**src/rtl/tdm_pair_demux.sv**
```systemverilog
// Receive-side demux for a 2:1 time-multiplexed bus: rebuilds aligned A/B
// pairs and counts broken sequences (orphan B, repeated A).
module tdm_pair_demux #(
  parameter int N     = 4,
  parameter int CNT_W = 8
) (
  input  logic             i_clk,
  input  logic             i_rst_n,
  input  logic [N-1:0]     i_y,
  input  logic             i_sel,
  input  logic             i_valid,
  input  logic             i_clear,
  output logic [N-1:0]     o_a,
  output logic [N-1:0]     o_b,
  output logic             o_pair_valid,
  output logic             o_err,
  output logic             o_err_sticky,
  output logic [CNT_W-1:0] o_err_cnt
);

  // state  | meaning
  // WAIT_A | no A sample pending
  // GOT_A  | A sample held in hold_q, waiting for its B
  typedef enum logic {WAIT_A = 1'b0, GOT_A = 1'b1} state_t;

  localparam logic [CNT_W-1:0] CNT_MAX = {CNT_W{1'b1}};
  localparam logic [CNT_W-1:0] CNT_ONE = CNT_W'(1);

  state_t           state_q, state_d;
  logic [N-1:0]     hold_q, hold_d;
  logic [N-1:0]     a_q, a_d;
  logic [N-1:0]     b_q, b_d;
  logic             pair_valid_q, pair_valid_d;
  logic             err_q, err_d;
  logic             err_sticky_q, err_sticky_d;
  logic [CNT_W-1:0] err_cnt_q, err_cnt_d;

  logic take_a;
  logic take_b;
  logic seq_err;

  // Gating by i_valid first keeps an undriven i_sel from leaking into state.
  assign take_a  = i_valid && !i_sel;
  assign take_b  = i_valid && i_sel;
  assign seq_err = ((state_q == WAIT_A) && take_b) || ((state_q == GOT_A) && take_a);

  always_ff @(posedge i_clk or negedge i_rst_n) begin
    if (!i_rst_n) begin
      state_q <= WAIT_A;
    end else begin
      state_q <= state_d;
    end
  end

  always_comb begin
    state_d = state_q;
    case (state_q)
      WAIT_A: if (take_a) state_d = GOT_A;
      GOT_A:  if (take_b) state_d = WAIT_A;
      default: state_d = WAIT_A;
    endcase
  end

  always_comb begin
    hold_d       = hold_q;
    a_d          = a_q;
    b_d          = b_q;
    pair_valid_d = 1'b0;
    err_d        = seq_err;
    err_sticky_d = err_sticky_q;
    err_cnt_d    = err_cnt_q;

    // A repeated A simply replaces the older one; the error is flagged separately.
    if (take_a) hold_d = i_y;

    if ((state_q == GOT_A) && take_b) begin
      a_d          = hold_q;
      b_d          = i_y;
      pair_valid_d = 1'b1;
    end

    // An error in the clear cycle wins over the clear.
    if (seq_err) begin
      err_sticky_d = 1'b1;
      if (i_clear)                 err_cnt_d = CNT_ONE;
      else if (err_cnt_q != CNT_MAX) err_cnt_d = err_cnt_q + CNT_ONE;
    end else if (i_clear) begin
      err_sticky_d = 1'b0;
      err_cnt_d    = '0;
    end
  end

  always_ff @(posedge i_clk or negedge i_rst_n) begin
    if (!i_rst_n) begin
      hold_q       <= '0;
      a_q          <= '0;
      b_q          <= '0;
      pair_valid_q <= 1'b0;
      err_q        <= 1'b0;
      err_sticky_q <= 1'b0;
      err_cnt_q    <= '0;
    end else begin
      hold_q       <= hold_d;
      a_q          <= a_d;
      b_q          <= b_d;
      pair_valid_q <= pair_valid_d;
      err_q        <= err_d;
      err_sticky_q <= err_sticky_d;
      err_cnt_q    <= err_cnt_d;
    end
  end

  assign o_a          = a_q;
  assign o_b          = b_q;
  assign o_pair_valid = pair_valid_q;
  assign o_err        = err_q;
  assign o_err_sticky = err_sticky_q;
  assign o_err_cnt    = err_cnt_q;

endmodule

```
**config.mk**
```make
export PLATFORM = sky130hd
export DESIGN_NAME = tdm_pair_demux
export DESIGN_NICKNAME = d
export VERILOG_FILES = /design/src/rtl/tdm_pair_demux.sv
export SDC_FILE = /design/constraint.sdc
export NUM_CORES = 1
export LEC_CHECK = 0
export BUFFER_PORTS_ARGS = -buffer_cell sky130_fd_sc_hd__clkbuf_2
export CAP_MARGIN = 20
export CORE_MARGIN = 1.5
export CORE_UTILIZATION = 32
export DETAILED_ROUTE_END_ITERATION = 8
export GPL_TIMING_DRIVEN = 0
export PLACE_DENSITY = 0.55
export SLEW_MARGIN = 20
export SYNTH_ARGS = -nofsm -noshare
export SYNTH_HDL_FRONTEND = slang
export SYNTH_SLANG_ARGS = --single-unit
```
**constraint.sdc**
```tcl
create_clock -name i_clk -period 1.9 [get_ports i_clk]
set_clock_uncertainty 0.05 [all_clocks]
set_input_delay 0.38 -clock i_clk [delete_from_list [all_inputs] [get_ports i_clk]]
set_output_delay 0.38 -clock i_clk [all_outputs]
set_load 0.05 [all_outputs]
```
==> results of run 1 <==
==> power breakdown <==
part	total [mW]	internal (mW)	switching (mW)
registers	0.629	0.586	0.0432
logic	0.422	0.114	0.309
clock network	0.368	0.213	0.155
total	1.42	0.913	0.507
==> logic make-up after synthesis <==
group	Yosys count	share of synthesized area
and+or+nand+nor	28	0.151
DFF	24	0.568
buffers and inverters	8	0.0284
AOI/OAI and AO/OA	10	0.0663
muxes	15	0.157
adders and majority gates	1	0.0118
xor gates and xnor gates	2	0.0166
==> routing by layer <==
metal	wire (µm)	part of all wire
met3	128	0.065
met5	0	0
met4	41	0.021
met2	933	0.47
met1	868	0.44
==> cells in the final DEF (no fill, tap or decap), types with 3 or more instances in the layout <==
cell type	count
dfrtp_1	24
nand2_1	5
mux2_2	12
clkbuf_4	3
nand4_1	3
nor2_1	8
clkbuf_2	26
nand3_1	3
inv_1	6
==> worst register-to-register path: stages, from the launching register on <==
cell      delay [ns]
dfrtp_1         0.44
ha_1            0.31
nand4_1         0.21
o211ai_1        0.22
buf_4           0.16
mux2i_1         0.18
nor2_1          0.05
==> flip-flops by register name (all words and copies together) (netlist names) <==
signal,flops
o_pair_valid,1
o_a,4
o_err_sticky,1
state_q,1
o_err,1
hold_q,4
o_err_cnt,8
o_b,4
==> path summary, 6_finish.rpt <==
check                                               from                  endpoint  slack [ns]  cells past startpoint
worst max register to register  o_err_cnt[0]$_DFFE_PN0P_  o_err_cnt[1]$_DFFE_PN0P_        0.17                      6
worst min register to register  o_err_sticky$_DFFE_PN0P_  o_err_sticky$_DFFE_PN0P_        0.45                      1
max in group asynchronous                        i_rst_n  o_err_cnt[5]$_DFFE_PN0P_        0.85                      2
worst min-delay path                              i_y[2]     hold_q[2]$_DFFE_PN0P_        0.25                      2
worst max-delay path            o_err_cnt[0]$_DFFE_PN0P_  o_err_cnt[1]$_DFFE_PN0P_        0.17                      6
min in group asynchronous                        i_rst_n         state_q$_DFF_PN0_        0.55                      2
==> cell type report <==
type / count / area, µm² / share of cell area
Multi-Input combinational cell: 56 / 427 / 0.325
Buffer: 2 / 7.51 / 0.00572
Inverter: 6 / 22.5 / 0.0172
Clock inverter: 1 / 30.0 / 0.0229
Clock buffer: 3 / 22.5 / 0.0172
Timing Repair Buffer: 28 / 148 / 0.112
Sequential cell: 24 / 601 / 0.458
Tap cell: 44 / 55.1 / 0.0419
==> synth_stat cells (all sizes together), types with 2 or more instances <==
cell and n:
nor2 8, inv 6, a31oi 2, nand4 3
nand3 3, nor3 2, nand2 5, a211oi 2
nor2b 2, dfrtp 24, mux2 13, clkbuf 2
nand3b 2, mux2i 2
==> stage by stage <==
stage,power (mW),hold WS (ns),instances
global route,1.49,0.223,164
detailed placement,1.06,0.374,158
CTS,1.44,0.227,163
finish,1.42,0.248,164
floorplan,0.954,0.0344,88
global placement,1.05,0.361,158
==> repair_timing <==
| action | in CTS | in global routing |
|---|---|---|
| hold endpoints to repair | 11 | 0 |
| buffers inserted | 0 | 1 |
| hold buffers | 1 | 0 |
| setup endpoints to repair | 0 | 2 |
==> flow_metrics.tcl, run 1 <==
set metrics [dict create \
    period_share 0.908 \
    p_per_area_mw_per_mm2 1080 \
    ys_top_cells_by_area "dfrtp_1 57%, mux2_2 13%, nor2_1 2.8%, inv_1 2.1%, nor4_4 2.0%" \
    p_leak_nw 0.626 \
    grt_overflow 0 \
    pin_count 28 \
    path_clk_slew_ns 0.13 \
    finalCriticalPeriod_ns 1.73 \
    ys_ff_latch 24 \
    crit_required_ns 2.05 \
    ant_nets 0 \
    synth-warning-count 0 \
    cts_resized 0 \
    drtPass1Iterations 4 \
    postPlaceCellArea_mm2 0.00124 \
    viasPerCell 4.85 \
    max-vdd-ir-drop_mv 0.513 \
    setup.worst_path.class "reg2reg" \
    cts-buffers-inserted 3 \
    crit_arrival_ns 1.88 \
    die_w_um 60.5 \
    critPathLaunchType "flip-flop" \
    syn_inst 88 \
    grt_use_met1 0.144 \
    post-synth-top-area-fraction 0.568 \
    synth_ff_type "dfrtp_1" \
    gp_congestion 0.754 \
    die_h_um 60.5 \
    met2_usage 0.207 \
    setup_viol 0 \
    dpl.hpwl_um 1450 \
    rsz0062_at_grt "no" \
    fin_util 0.423 \
    finalMaxSlewViolations 0 \
    setup.worst_path.end_class "flip-flop" \
    synth_seq_area_share 0.568 \
    antenna_cells 0 \
    slew_headroom 0.589 \
    async_flop_share 1.00 \
    cts_tree "done" \
    cts.sinks 24 \
    grt_pass1_vias 752 \
    core_mm2 0.00310 \
    n_fill_cell 320 \
    cp_top_family "flip-flops" \
    preCtsSetupSlack_ns 0.171 \
    worstMarginPinSlew_ns 0.616 \
    clk_latency_ns 0.31 \
    grt_max_degree 25 \
    routed-via-count 795 \
    synth_cell_type_count 28 \
    worst-path-buf-inv 1 \
    fmax_mhz 579 \
    start_util 0.341 \
    syn_area_mm2 0.00106 \
    antenna_found_initial 0 \
    drive_gt1_frac 0.375 \
    fin_nets 131 \
    remaining_drc_errors 0 \
    yosys.area.top_type "dfrtp_1" \
    h-tree-depth 1 \
    port_buffers 26 \
    critical-path-max-stage-delay_ns 0.44 \
    tns_ns 0 \
    rows 20 \
    grt_usage 0.124 \
    drt_iter0_markers 20 \
    syn2layout_area_growth_pct 24.1 \
    syn_nets 98 \
    outcome "completed" \
    crit_chain "ha_1 > nand4_1 > o211ai_1 > buf_4 > mux2i_1 > nor2_1" \
    hold_viol_final 0 \
    grt.met3_usage 0.0512 \
    clockBufferDepth 2 \
    root_buffer "clkbuf_4" \
    wirelength_um 1970 \
    maxCapViolCount 0 \
    grt_pass1_wl_um 3320 \
    critPathMaxFanout 7 \
    final_cell_area_mm2 0.00131 \
    syn_area_per_cell_um2 12.0 \
    detail_route.wl_per_cell_um 12.0 \
    cp_slowest_cell "dfrtp_1" \
    top_usage_layer "met2" \
    hold_path.class "in2reg" \
    synth-edff-count 0 \
    setup_slack_ns 0.174 \
    die-area_mm2 0.00366 \
]
No activity file was read; power rests on OpenSTA's default activity.
==> run 2, diff against run 1 <==
- ABC_AREA: not set -> 1
- CTS_CLUSTER_DIAMETER: not set -> 60
- clock period: 1.9 -> 1.7 ns (I/O delays scaled with it)
==> flow_metrics.tcl, run 2 <==
set metrics [dict create \
    max-vdd-ir-drop_mv 0.304 \
    crit_arrival_ns 1.11 \
    detail_route.wl_per_cell_um 10.3 \
    setup_viol 0 \
    worstMarginPinSlew_ns 0.604 \
    setup.worst_path.end_class "output port" \
    cp_slowest_cell "dfrtp_1" \
    hold_viol_final 0 \
    cts.sinks 24 \
    remaining_drc_errors 0 \
    post-cts-setup-buffers 0 \
    finalCriticalPeriod_ns 1.50 \
    hold-worst-slack_ns 0.193 \
    syn_area_mm2 0.00111 \
    power_mw 1.34 \
    p_per_area_mw_per_mm2 991 \
    clk_latency_ns 0.32 \
    maxCapViolCount 0 \
    largest_reg_flops 8 \
    die-area_mm2 0.00383 \
    cts-buffers-inserted 3 \
    fin_nets 180 \
    cp_top_family "flip-flops" \
    fmax_mhz 666 \
    h-tree-depth 1 \
    port_buffers 27 \
    async_flop_share 1.00 \
    syn2layout_area_growth_pct 21.5 \
    setup.worst_path.class "reg2out" \
    tns_ns 0 \
    drtPass1Iterations 4 \
    grt_usage 0.131 \
    wirelength_um 2210 \
    ant_nets 0 \
    path_clk_slew_ns 0.13 \
    grt_max_degree 25 \
    hold_path.class "in2reg" \
    synth-warning-count 0 \
    grt_pass1_vias 816 \
    die_h_um 61.9 \
    n_fill_cell 357 \
    grt_overflow 0 \
    fin_util 0.405 \
    period_share 0.883 \
    critPathMaxFanout 6 \
    drive_gt1_frac 0.254 \
    synthTopCellsByCount "52 x nand2_1, 24 x dfrtp_1, 15 x inv_1" \
    antenna_found_initial 0 \
    pin_count 28 \
    grt_pass1_wl_um 3640 \
    start_util 0.333 \
    gp_congestion 0.706 \
    ys_top_cells_by_area "dfrtp_1 54%, nand2_1 18%, inv_1 5.1%, o21ai_0 4.1%, nand3_1 3.6%" \
    syn_area_per_cell_um2 8.11 \
    critical-path-max-stage-delay_ns 0.48 \
    syn_inst 137 \
    die_w_um 61.9 \
    outcome "completed" \
    finalMaxSlewViolations 0 \
    core_mm2 0.00334 \
    postCtsHoldBufs 1 \
    rsz0062_at_grt "no" \
    slew_headroom 0.598 \
    rows 21 \
    cts_resized 0 \
    critPathLaunchType "flip-flop" \
    synth_cell_type_count 19 \
    crit_required_ns 1.31 \
    synth_seq_area_share 0.541 \
    post-synth-top-area-fraction 0.541 \
    viasPerCell 4.40 \
    antenna_cells 0 \
    synth-edff-count 0 \
    ys_ff_latch 24 \
    synth_ff_type "dfrtp_1" \
    post-synth-top-count-cell "nand2_1" \
    cts_tree "done" \
    worst-path-buf-inv 1 \
    root_buffer "clkbuf_4" \
    dpl.hpwl_um 1610 \
    clockBufferDepth 2 \
    p_leak_nw 0.705 \
    yosys.area.top_type "dfrtp_1" \
    crit_chain "clkbuf_2" \
    drt_iter0_markers 35 \
    mostFrequentLayoutCell "nand2_1" \
    routed-via-count 945 \
    mostFrequentLayoutCells "52 x nand2_1, 27 x clkbuf_2, 24 x dfrtp_1, 15 x inv_1, 9 x o21ai_0" \
    syn_nets 147 \
]
run 2: changes by cell type in the layout (fill, tap and decap cells not counted), sizes merged, moves of 5 or more:
cell and change:
nand2 +49, o21ai +15, mux2 -13, inv +10, nand3 +5
run 2: path summary, 6_finish.rpt:
path	startpoint	to	slack [ns]	depth (start not counted)
max	o_err_cnt[2]$_DFFE_PN0P_	o_err_cnt[2]	0.20	1
min	i_valid	state_q$_DFF_PN0_	0.19	2
max reg2reg	o_err_cnt[0]$_DFFE_PN0P_	o_err_cnt[2]$_DFFE_PN0P_	0.26	8
min reg2reg	hold_q[0]$_DFFE_PN0P_	o_a[0]$_DFFE_PN0P_	0.44	2
max in group asynchronous	i_rst_n	o_a[2]$_DFFE_PN0P_	0.71	2
min in group asynchronous	i_rst_n	o_err_cnt[6]$_DFFE_PN0P_	0.49	2
run 2: per-stage QoR:
stage | cell area (µm²) | worst slack [ns] | std cells
floorplan | 1110 | 0.0530 | 137
global placement | 1300 | 0.300 | 210
detailed placement | 1300 | 0.265 | 210
CTS | 1350 | 0.199 | 215
global route | 1350 | 0.0864 | 215
finish | 1350 | 0.199 | 215
run 2: cells by family (layout without fill, tap and decap cells):
kind of cell	Yosys count	count (layout)	share of synthesized area
AOI/OAI and AO/OA	17	17	0.0856
buffers and inverters	19	51	0.0721
DFF	24	24	0.541
adders and majority gates	1	1	0.0113
and+or+nand+nor	76	76	0.291
run 2: routing by layer:
metal,track usage,wire [µm]
met2,0.191,997
met3,0.0269,78
met5,0,0
met1,0.185,1090
met4,0.0638,40
run 2: layout make-up:
type / instances / area, µm² / area share
Buffer: 2 / 16.3 / 0.0120
Clock buffer: 4 / 36.3 / 0.0269
Inverter: 17 / 63.8 / 0.0473
Multi-Input combinational cell: 94 / 430 / 0.319
Sequential cell: 24 / 601 / 0.445
Tap cell: 46 / 57.6 / 0.0426
Timing Repair Buffer: 28 / 145 / 0.108
run 2: report_power, final:
part	leakage [nW]	switching (mW)	internal [mW]
clock	0.0210	0.173	0.131
combinational	0.371	0.281	0.0794
sequential	0.313	0.0380	0.635
total	0.705	0.492	0.845
